==> src/rtl/wm_prng_gen.sv <==
// Watermark symbol generator: a keyed Fibonacci-style LFSR stepped once per
// accepted symbol, framed into FRAME_LEN-symbol runs by an IDLE/RUN/DONE FSM.
module wm_prng_gen #(
    parameter int                LFSR_W    = 8,
    parameter logic [LFSR_W-1:0] TAPS      = 8'h8E,
    parameter logic [LFSR_W-1:0] SEED      = 8'h6A,
    parameter int                SYM_W     = 2,
    parameter int                FRAME_LEN = 1024,
    localparam int               CNT_W     = $clog2(FRAME_LEN + 1)
) (
    input  logic              clk,
    input  logic              rst_n,
    input  logic              start,
    input  logic              seed_load,
    input  logic [LFSR_W-1:0] seed_in,
    input  logic              wm_mode,
    input  logic              out_ready,
    output logic              wm_valid,
    output logic [SYM_W-1:0]  wm_data,
    output logic              busy,
    output logic              done,
    output logic [CNT_W-1:0]  sym_count
);

    typedef enum logic [1:0] {
        ST_IDLE,
        ST_RUN,
        ST_DONE
    } state_t;

    localparam logic [CNT_W-1:0] CNT_LAST = CNT_W'(FRAME_LEN - 1);

    state_t            state_reg;
    state_t            state_next;
    logic [LFSR_W-1:0] key_reg;
    logic [LFSR_W-1:0] lfsr_reg;
    logic [LFSR_W-1:0] lfsr_next;
    logic [LFSR_W-1:0] load_key;
    logic [LFSR_W-1:0] frame_key;
    logic [CNT_W-1:0]  sym_count_reg;
    logic              mode_reg;
    logic              in_idle;
    logic              in_run;
    logic              accept;
    logic              last_accept;
    logic              feedback;

    assign in_idle     = (state_reg == ST_IDLE);
    assign in_run      = (state_reg == ST_RUN);
    assign accept      = in_run & out_ready;
    assign last_accept = accept & (sym_count_reg == CNT_LAST);

    // An all-zero key would lock the LFSR, so it is replaced by SEED.
    assign load_key  = (seed_in == '0) ? SEED : seed_in;
    // A seed_load in the same cycle as start must already seed this frame.
    assign frame_key = (in_idle & seed_load) ? load_key : key_reg;

    assign feedback  = ^(lfsr_reg & TAPS);
    assign lfsr_next = {lfsr_reg[LFSR_W-2:0], feedback};

    always_ff @(posedge clk) begin
        if (!rst_n) begin
            state_reg <= ST_IDLE;
        end else begin
            state_reg <= state_next;
        end
    end

    always_comb begin
        state_next = state_reg;
        case (state_reg)
            ST_IDLE: if (start) state_next = ST_RUN;
            ST_RUN:  if (last_accept) state_next = ST_DONE;
            ST_DONE: state_next = ST_IDLE;
            default: state_next = ST_IDLE;
        endcase
    end

    always_ff @(posedge clk) begin
        if (!rst_n) begin
            key_reg       <= SEED;
            lfsr_reg      <= SEED;
            sym_count_reg <= '0;
            mode_reg      <= 1'b0;
        end else begin
            if (in_idle && seed_load) begin
                key_reg <= load_key;
            end
            if (in_idle && start) begin
                lfsr_reg      <= frame_key;
                sym_count_reg <= '0;
                mode_reg      <= wm_mode;
            end else if (accept) begin
                lfsr_reg      <= lfsr_next;
                sym_count_reg <= sym_count_reg + CNT_W'(1);
            end
        end
    end

    // Symbol bit 0 is the raw LFSR output; higher bits are adjacent-bit XORs
    // in full mode and forced to zero in single-bit mode.
    assign wm_data[0] = in_run & lfsr_reg[0];

    generate
        for (genvar gi = 1; gi < SYM_W; gi++) begin : g_sym_bit
            assign wm_data[gi] = in_run & mode_reg & (lfsr_reg[gi] ^ lfsr_reg[gi-1]);
        end
    endgenerate

    assign wm_valid  = in_run;
    assign busy      = in_run;
    assign done      = (state_reg == ST_DONE);
    assign sym_count = sym_count_reg;

endmodule

==> config.mk <==
export PLATFORM = sky130hd
export DESIGN_NAME = wm_prng_gen
export DESIGN_NICKNAME = d
export VERILOG_FILES = /design/src/rtl/wm_prng_gen.sv
export SDC_FILE = /design/constraint.sdc
export NUM_CORES = 1
export LEC_CHECK = 0
export BUFFER_PORTS_ARGS = -buffer_cell sky130_fd_sc_hd__buf_2
export CORE_ASPECT_RATIO = 0.7
export CORE_MARGIN = 10
export CORE_UTILIZATION = 47
export DETAILED_ROUTE_END_ITERATION = 8
export PLACE_DENSITY = 0.77
export SYNTH_ARGS = -nofsm -noshare
export SYNTH_HDL_FRONTEND = slang
export SYNTH_SLANG_ARGS = --single-unit
==> constraint.sdc <==
create_clock -name clk -period 1.3 [get_ports clk]
set_input_delay 0.065 -clock clk [delete_from_list [all_inputs] [get_ports clk]]
set_output_delay 0.065 -clock clk [all_outputs]
set_load 0.02 [all_outputs]
==> out/metrics.yaml, run 1 <==
sta:
  post-route-min-period_ns: 1.37
  slew_headroom: 0.759
  timing.fmax_mhz: 729
  finalSetupViolations: 9
  hold_viol_final: 0
  worstMarginPinSlew_ns: 0.361
  tns_ns: -0.269
  maxSlewViolCount: 0
  skew_ns: 0.00364
  hold_ws_ns: 0.0463
  rsz0062_at_grt: "yes"
  setup_slack_ns: -0.0722
  finalCritPeriodShare: 1.06
pwr:
  pwr_density_cell_nw_per_um2: 1060
  power_mw: 2.01
  ir_worst_vdd_uv: 1030
  p_leak_nw: 0.782
synthesis:
  synth_area_leaders: "dfxtp_1 (46%), xnor2_1 (5.3%), nand2_1 (4.6%)"
  synth_seq_area_share: 0.457
  synth_ff_type: "dfxtp_1"
  syn_nets: 160
  yosys.area.top_type: "dfxtp_1"
  yosys_warnings: 0
  async_flop_share: 0
  avgSynthCellArea_sq_um: 9.06
  netlist_instances: 145
  synth_top_cell_area_share: 0.457
  synth-edff-count: 0
  yosysUniqueCellTypes: 35
  ys_ff_latch: 30
  syn_area_sq_um: 1310
placement:
  place_hpwl_microns: 2580
  io_buffers: 29
  place_ws_ns: -0.104
  place_congestion: 0.879
routing:
  vias_per_cell: 5.53
  dr.pass1.iters: 4
  routedWlPerCell_microns: 16.0
  drt_iter0_drc: 117
  vias: 1288
  wirelength_microns: 3730
  route.detailed.drc: 0
  antenna_left: 0
cells_and_area:
  layout_common_cells: "buf_2 (25), buf_4 (25), dfxtp_1 (22), nor2_1 (15), nand2_1 (15)"
  nNetsFinal: 214
  largest_register_ff_count: 11
  fill_cells: 178
  antenna_cells: 0
  area_growth_pct: 44.1
  regArea_sq_um: 621
  drive_gt1_frac: 0.447
  utilization: 0.736
  multi_input_area_sq_um: 777
worst_setup_path:
  arrival_ns: 1.54
  cp-end-kind: "flip-flop"
  start_kind: "flip-flop"
  critPathMaxFanout: 6
  critPathKind: "flip-flop to flip-flop"
  crit_required_ns: 1.47
min_path:
  min_path_type: "primary input to flip-flop"
run:
  drv_cap: 0
clock_network:
  clk_latency_ns: 0.27
  cts_buffers: 5
  cts_buffer_depth: 2
  cts_sinks: 30
  cts-hold-fix-buffers: 0
  cts_tree: "done"
  cts_root_buf: "clkbuf_8"
  path_clk_slew_ns: 0.06
  cts_max_level: 2
status:
  status: "finished, violations left"
  failed_checks: "setup timing"
global_route:
  grtUsageTotal: 0.128
  antenna_found_initial: 0
  grt_max_degree: 12
  grt_pass1_vias: 1197
  grt_pass1_wl_microns: 5620
  overflow: 0
die:
  pin_count: 30
  initial_core_util: 0.511
  dieArea_sq_um: 5340
  die_w_microns: 83.2
  die_y_microns: 64.2
  core_area_sq_um: 2570
  fp-row-count: 15
-- final timing paths --
path	from	to	slack [ns]	cells after the start
min reg2reg	mode_reg	mode_reg	0.46	2
max reg2reg	state_reg[0]	lfsr_reg[7]	-0.07	5
max	state_reg[0]	lfsr_reg[7]	-0.07	5
min	seed_in[1]	key_reg[1]	0.05	3
-- cell usage after synthesis (all sizes together) (5+ instances only) --
master and n:
o211ai 5, a22oi 5, nand2 16, nor2 16
a21oi 8, xnor2 8, xor2 5, dfxtp 30
-- routing by layer --
layer / share of wire / wire length (microns) / global-route usage
met5: 0 / 0 / 0
met4: 0.023 / 85 / 0.0508
met3: 0.080 / 300 / 0.0456
met2: 0.46 / 1720 / 0.197
met1: 0.44 / 1630 / 0.160
-- cells by family (layout without fill, tap and decap cells) --
| group | Yosys count | count (layout) | share of synthesized area |
|---|---|---|---|
| AO/OA/AOI/OAI | 28 | 28 | 0.150 |
| XOR/XNOR | 13 | 13 | 0.0867 |
| adder cells (fa/ha/maj) | 1 | 1 | 0.00952 |
| buffers and inverters | 10 | 64 | 0.0362 |
| flip-flops | 30 | 30 | 0.457 |
| multiplexers | 4 | 4 | 0.0305 |
| AND/OR/NAND/NOR | 59 | 59 | 0.230 |
-- where the power goes --
group	switching [mW]	leakage [nW]	total (mW)	internal, mW
Clock	0.312	0.0383	0.679	0.367
Sequential	0.0382	0.250	0.999	0.961
Combinational	0.164	0.493	0.335	0.171
-- what timing repair did --
| item | in CTS | in global routing |
|---|---|---|
| setup endpoints to repair | 17 | 22 |
| setup buffers | 3 | 5 |
| pin swaps | 7 | 15 |
| resized for setup | 14 | 19 |
| cloned | 1 | 0 |
-- layout make-up --
class	count	area share
Clock buffer	7	0.0403
Inverter	2	0.00397
Multi-Input combinational cell	105	0.410
Sequential cell	30	0.328
Tap cell	34	0.0225
Timing Repair Buffer	55	0.195
-- metrics by stage --
stage	instances	area [sq um]
finish	233	1890
global route	233	1890
CTS	230	1800
detailed placement	220	1650
global placement	220	1650
floorplan	145	1360
-- worst max-delay path, stage by stage, from the launching register on --
cell and delay (ns):
dfxtp_4 0.36, nor3b_4 0.22, buf_6 0.17, mux2i_1 0.18, nor2_1 0.08, a32o_1 0.26
No activity file was read; power rests on OpenSTA's default activity.
==> inputs of run 2 (changes only) <==
--- a/config.mk
+++ b/config.mk
@@ -8,9 +8,9 @@
 export BUFFER_PORTS_ARGS = -buffer_cell sky130_fd_sc_hd__buf_2
 export CORE_ASPECT_RATIO = 0.7
 export CORE_MARGIN = 10
-export CORE_UTILIZATION = 47
+export CORE_UTILIZATION = 52
 export DETAILED_ROUTE_END_ITERATION = 8
-export PLACE_DENSITY = 0.77
+export PLACE_DENSITY = 0.8
 export SYNTH_ARGS = -nofsm -noshare
 export SYNTH_HDL_FRONTEND = slang
 export SYNTH_SLANG_ARGS = --single-unit
==> constraint.sdc (replaced) <==
create_clock -name clk -period 1.55 [get_ports clk]
set_input_delay 0.0775 -clock clk [delete_from_list [all_inputs] [get_ports clk]]
set_output_delay 0.0775 -clock clk [all_outputs]
set_load 0.02 [all_outputs]
==> out/metrics.yaml, run 2 (synthesis gave the netlist of run 1 again) <==
routing:
  dr.pass1.iters: 4
  wirelength_microns: 3430
  routedWlPerCell_microns: 15.8
  vias_per_cell: 5.75
  drt_iter0_drc: 112
  antenna_left: 0
  route.detailed.drc: 0
  vias: 1247
sta:
  tns_ns: 0
  finalSetupViolations: 0
  finalCritPeriodShare: 0.947
  post-route-min-period_ns: 1.47
  hold_viol_final: 0
  rsz0062_at_grt: "yes"
  slew_headroom: 0.762
  skew_ns: 0.0105
  worstMarginPinSlew_ns: 0.353
  maxSlewViolCount: 0
  timing.fmax_mhz: 681
die:
  die_w_microns: 80.1
  dieArea_sq_um: 4970
  die_y_microns: 62.1
  fp-row-count: 15
  initial_core_util: 0.538
  pin_count: 30
  core_area_sq_um: 2440
worst_setup_path:
  critPathMaxFanout: 7
  crit_required_ns: 1.81
  arrival_ns: 1.72
  start_kind: "flip-flop"
  cp-end-kind: "flip-flop"
  critPathKind: "flip-flop to flip-flop"
cells_and_area:
  nNetsFinal: 199
  area_growth_pct: 22.7
  largest_register_ff_count: 11
  final_common_cell: "dfxtp_1"
  antenna_cells: 0
  utilization: 0.661
  layout_common_cells: "dfxtp_1 (30), buf_2 (29), nor2_1 (16), nand2_1 (15), buf_4 (10)"
  drive_gt1_frac: 0.279
  final_cell_area_sq_um: 1610
placement:
  place_hpwl_microns: 2580
  io_buffers: 29
  placed_area_sq_um: 1510
  place_congestion: 0.834
global_route:
  grt_util_met2: 0.223
  busiest_layer: "met2"
  antenna_found_initial: 0
  grt_pass1_vias: 1122
  gr-usage-met1: 0.172
  grt_max_degree: 12
  overflow: 0
  grt_pass1_wl_microns: 5380
  grtUsageTotal: 0.143
  use_met3: 0.0503
pwr:
  p_leak_nw: 0.684
  pwr_density_cell_nw_per_um2: 944
  ir_worst_vdd_uv: 601
run:
  drv_cap: 0
clock_network:
  cts_root_buf: "clkbuf_4"
  path_clk_slew_ns: 0.09
  cts_tree: "done"
  cts_buffers: 5
  cts_buffer_depth: 2
  cts_max_level: 2
  cts_sinks: 30
  clk_latency_ns: 0.33
status:
  status: "completed"
min_path:
  min_path_type: "primary input to flip-flop"
[run 2: cell count changes in the layout (fill, tap and decap cells not counted), moves of 3 or more]
cell,delta
buf_4,-15
clkbuf_8,-4
dfxtp_2,-4
nand3_1,+3
nand3_2,-3
clkbuf_4,+5
dfxtp_4,-4
buf_6,-5
dfxtp_1,+8
buf_2,+4
o22ai_1,+3
[run 2: per-layer routing]
metal | wire length, microns | share of wire
met1 | 1460 | 0.43
met4 | 95 | 0.028
met5 | 0 | 0
met2 | 1640 | 0.48
met3 | 236 | 0.069
[run 2: area by class of cell]
| cell class | instances | area [sq um] |
|---|---|---|
| fillers | 203 | 828 |
| multi-input cells | 105 | 679 |
| flip-flops and latches | 30 | 601 |
| repair buffers | 40 | 230 |
| clock buffers | 6 | 51.3 |
| well taps | 34 | 42.5 |
| inverters | 2 | 7.51 |
[run 2: what timing repair did]
| item | CTS | global route |
|---|---|---|
| buffers inserted | 0 | 3 |
| hold buffers | 1 | 0 |
| resized for setup | 1 | 3 |
| gates cloned | 0 | 0 |
| setup endpoints to repair | 2 | 16 |
| endpoints found under the hold margin | 1 | 0 |
[run 2: final timing paths]
kind,from,end,slack [ns],cells past startpoint
setup / recovery,state_reg[1],lfsr_reg[4],0.08,4
hold / removal,seed_in[6],key_reg[6],0.01,3
setup reg to reg,state_reg[1],lfsr_reg[4],0.08,4
hold reg to reg,key_reg[2],key_reg[2],0.49,2
[run 2: report_power, final]
part / switching (mW) / internal [mW] / total (mW)
clock network: 0.254 / 0.204 / 0.458
logic: 0.120 / 0.103 / 0.223
registers: 0.0312 / 0.808 / 0.840
total: 0.406 / 1.12 / 1.52
[run 2: critical path, stage by stage (launching register included)]
cell     delay (ns)
dfxtp_1        0.39
nor2_1         0.27
nand2_1        0.25
or3_1          0.40
o21ai_0        0.07
[run 2: per-stage QoR]
stage	power [mW]	setup slack [ns]	cells	hold WS, ns
global placement	1.05	0.125	207	0.336
CTS	1.51	0.0291	214	0.00115
floorplan	0.988	0.0116	145	0.220
global route	1.59	-0.0577	217	0.0120
detailed placement	1.06	0.111	207	0.343
finish	1.52	0.0823	217	0.0102
==> inputs of run 3 (changes only) <==
--- a/config.mk
+++ b/config.mk
@@ -8,9 +8,9 @@
 export BUFFER_PORTS_ARGS = -buffer_cell sky130_fd_sc_hd__buf_2
 export CORE_ASPECT_RATIO = 0.7
 export CORE_MARGIN = 10
-export CORE_UTILIZATION = 52
+export CORE_UTILIZATION = 56
 export DETAILED_ROUTE_END_ITERATION = 8
-export PLACE_DENSITY = 0.8
+export PLACE_DENSITY = 0.85
 export SYNTH_ARGS = -nofsm -noshare
 export SYNTH_HDL_FRONTEND = slang
 export SYNTH_SLANG_ARGS = --single-unit
==> constraint.sdc (replaced) <==
create_clock -name clk -period 1.8 [get_ports clk]
set_input_delay 0.09 -clock clk [delete_from_list [all_inputs] [get_ports clk]]
set_output_delay 0.09 -clock clk [all_outputs]
set_load 0.02 [all_outputs]
==> out/metrics.yaml, run 3 (synthesis gave the netlist of run 1 again) <==
worst_setup_path:
  critPathLaunch: "state_reg[0]"
  crit_required_ns: 1.71
  crit_slowest_cell: "dfxtp_1"
  start_kind: "flip-flop"
  critPathMaxFanout: 7
  critical_path.cell_chain: "nor2b_1 > and3_1 > buf_2"
  crit_buf_inv: 1
  cpPeakStageDelay_ns: 0.44
  arrival_ns: 1.51
  rr_startpoint: "state_reg[1]"
  cp-end-kind: "output pin"
  crit_family: "simple AND/OR/NAND/NOR gates"
  critPathKind: "flip-flop to output pin"
status:
  status: "completed"
routing:
  wirelength_microns: 3070
  route.detailed.drc: 0
  vias: 1179
  drt_iter0_drc: 81
  route.met3.wl_microns: 247
  dr.pass1.iters: 4
  maxUsedRoutingLayer: "met4"
  wl_met1_microns: 1430
  vias_per_cell: 5.64
  routedWlPerCell_microns: 14.7
  wl_met2_microns: 1330
  antenna_left: 0
cells_and_area:
  antenna_cells: 0
  drive_gt1_frac: 0.237
  largest_register_ff_count: 11
  final_common_cell: "dfxtp_1"
  area_growth_pct: 17.3
  regArea_sq_um: 601
  fill_cells: 173
  nNetsFinal: 191
  multi_input_area_sq_um: 666
  layout_common_cells: "dfxtp_1 (30), buf_2 (29), nor2_1 (16), nand2_1 (16)"
clock_network:
  cts_buffers: 5
  cts-hold-fix-buffers: 0
  cts_buffer_depth: 2
  path_clk_slew_ns: 0.10
  post-cts-setup-buffer-count: 0
  cts_tree: "done"
  clk_latency_ns: 0.33
  cts_max_level: 2
  cts_sinks: 30
  cts_resized: 0
  cts_root_buf: "clkbuf_4"
sta:
  hold_viol_final: 0
  post-route-min-period_ns: 1.60
  maxSlewViolCount: 0
  setup_slack_ns: 0.204
  worstMarginPinSlew_ns: 0.630
  finalCritPeriodShare: 0.887
  slew_headroom: 0.580
  rsz0062_at_grt: "no"
  tns_ns: 0
  timing.fmax_mhz: 626
  skew_ns: 0.00717
  finalSetupViolations: 0
pwr:
  pwr_density_cell_nw_per_um2: 850
  sequentialPowerShare: 0.550
  power_mw: 1.31
  p_leak_nw: 0.648
  swShare: 0.269
  power.share.clock: 0.322
  comb_power_share: 0.128
  switchingPower_mw: 0.352
  p_int_mw: 0.958
  ir_worst_vdd_uv: 559
die:
  fp-row-count: 14
  die_w_microns: 77.9
  pin_count: 30
  dieArea_sq_um: 4710
  die_y_microns: 60.5
  core_area_sq_um: 2190
  initial_core_util: 0.600
placement:
  io_buffers: 29
  place_ws_ns: 0.258
  place_hpwl_microns: 2410
  place_congestion: 0.863
global_route:
  grtUsageTotal: 0.136
  grt_pass1_vias: 1145
  antenna_found_initial: 0
  overflow: 0
  grt_pass1_wl_microns: 5060
  grt_max_degree: 12
min_path:
  hp-start: "wm_mode"
  min_path_type: "primary input to flip-flop"
run:
  drv_cap: 0
## run 3: power by group through the flow
stage	Combinational, mW	Sequential (mW)	Clock, mW
global placement	0.161	0.733	0
CTS	0.167	0.720	0.426
floorplan	0.122	0.729	0
detailed placement	0.166	0.735	0
finish	0.167	0.721	0.422
global route	0.186	0.725	0.449
## run 3: worst reg2reg max path: stages (launching register included)
cell and delay, ns:
dfxtp_1 0.43, and3b_1 0.22, a21oi_1 0.50, a22oi_1 0.16, o21ai_0 0.20
## run 3: per-layer routing
layer	track usage	vias to the layer above
li1	-	577
met1	0.154	558
met2	0.211	37
met3	0.0619	7
met4	0.0814	0
met5	0	-
## run 3: area by class of cell
class | instances | share of cell area
sequential | 30 | 0.390
inverter | 2 | 0.00487
timing repair buffer | 32 | 0.109
clock inverter | 1 | 0.00325
tap | 32 | 0.0260
clock buffer | 7 | 0.0357
multi-input combinational | 105 | 0.432
## run 3: stage by stage
step,instances,hold slack [ns],util,cell area [sq um]
6_report,209,0.00354,0.704,1540
5_1_grt,209,0.00798,0.704,1540
4_1_cts,209,0.00115,0.704,1540
3_5_place_dp,201,0.356,0.677,1480
3_3_place_gp,201,0.346,0.677,1480
2_1_floorplan,145,0.233,-,1310
## run 3: worst paths after layout
kind / to / slack, ns / cells past startpoint
hold reg to reg: mode_reg / 0.49 / 2
setup reg to reg: lfsr_reg[4] / 0.22 / 4
hold / removal: mode_reg / 0.004 / 3
setup / recovery: wm_data[1] / 0.20 / 3
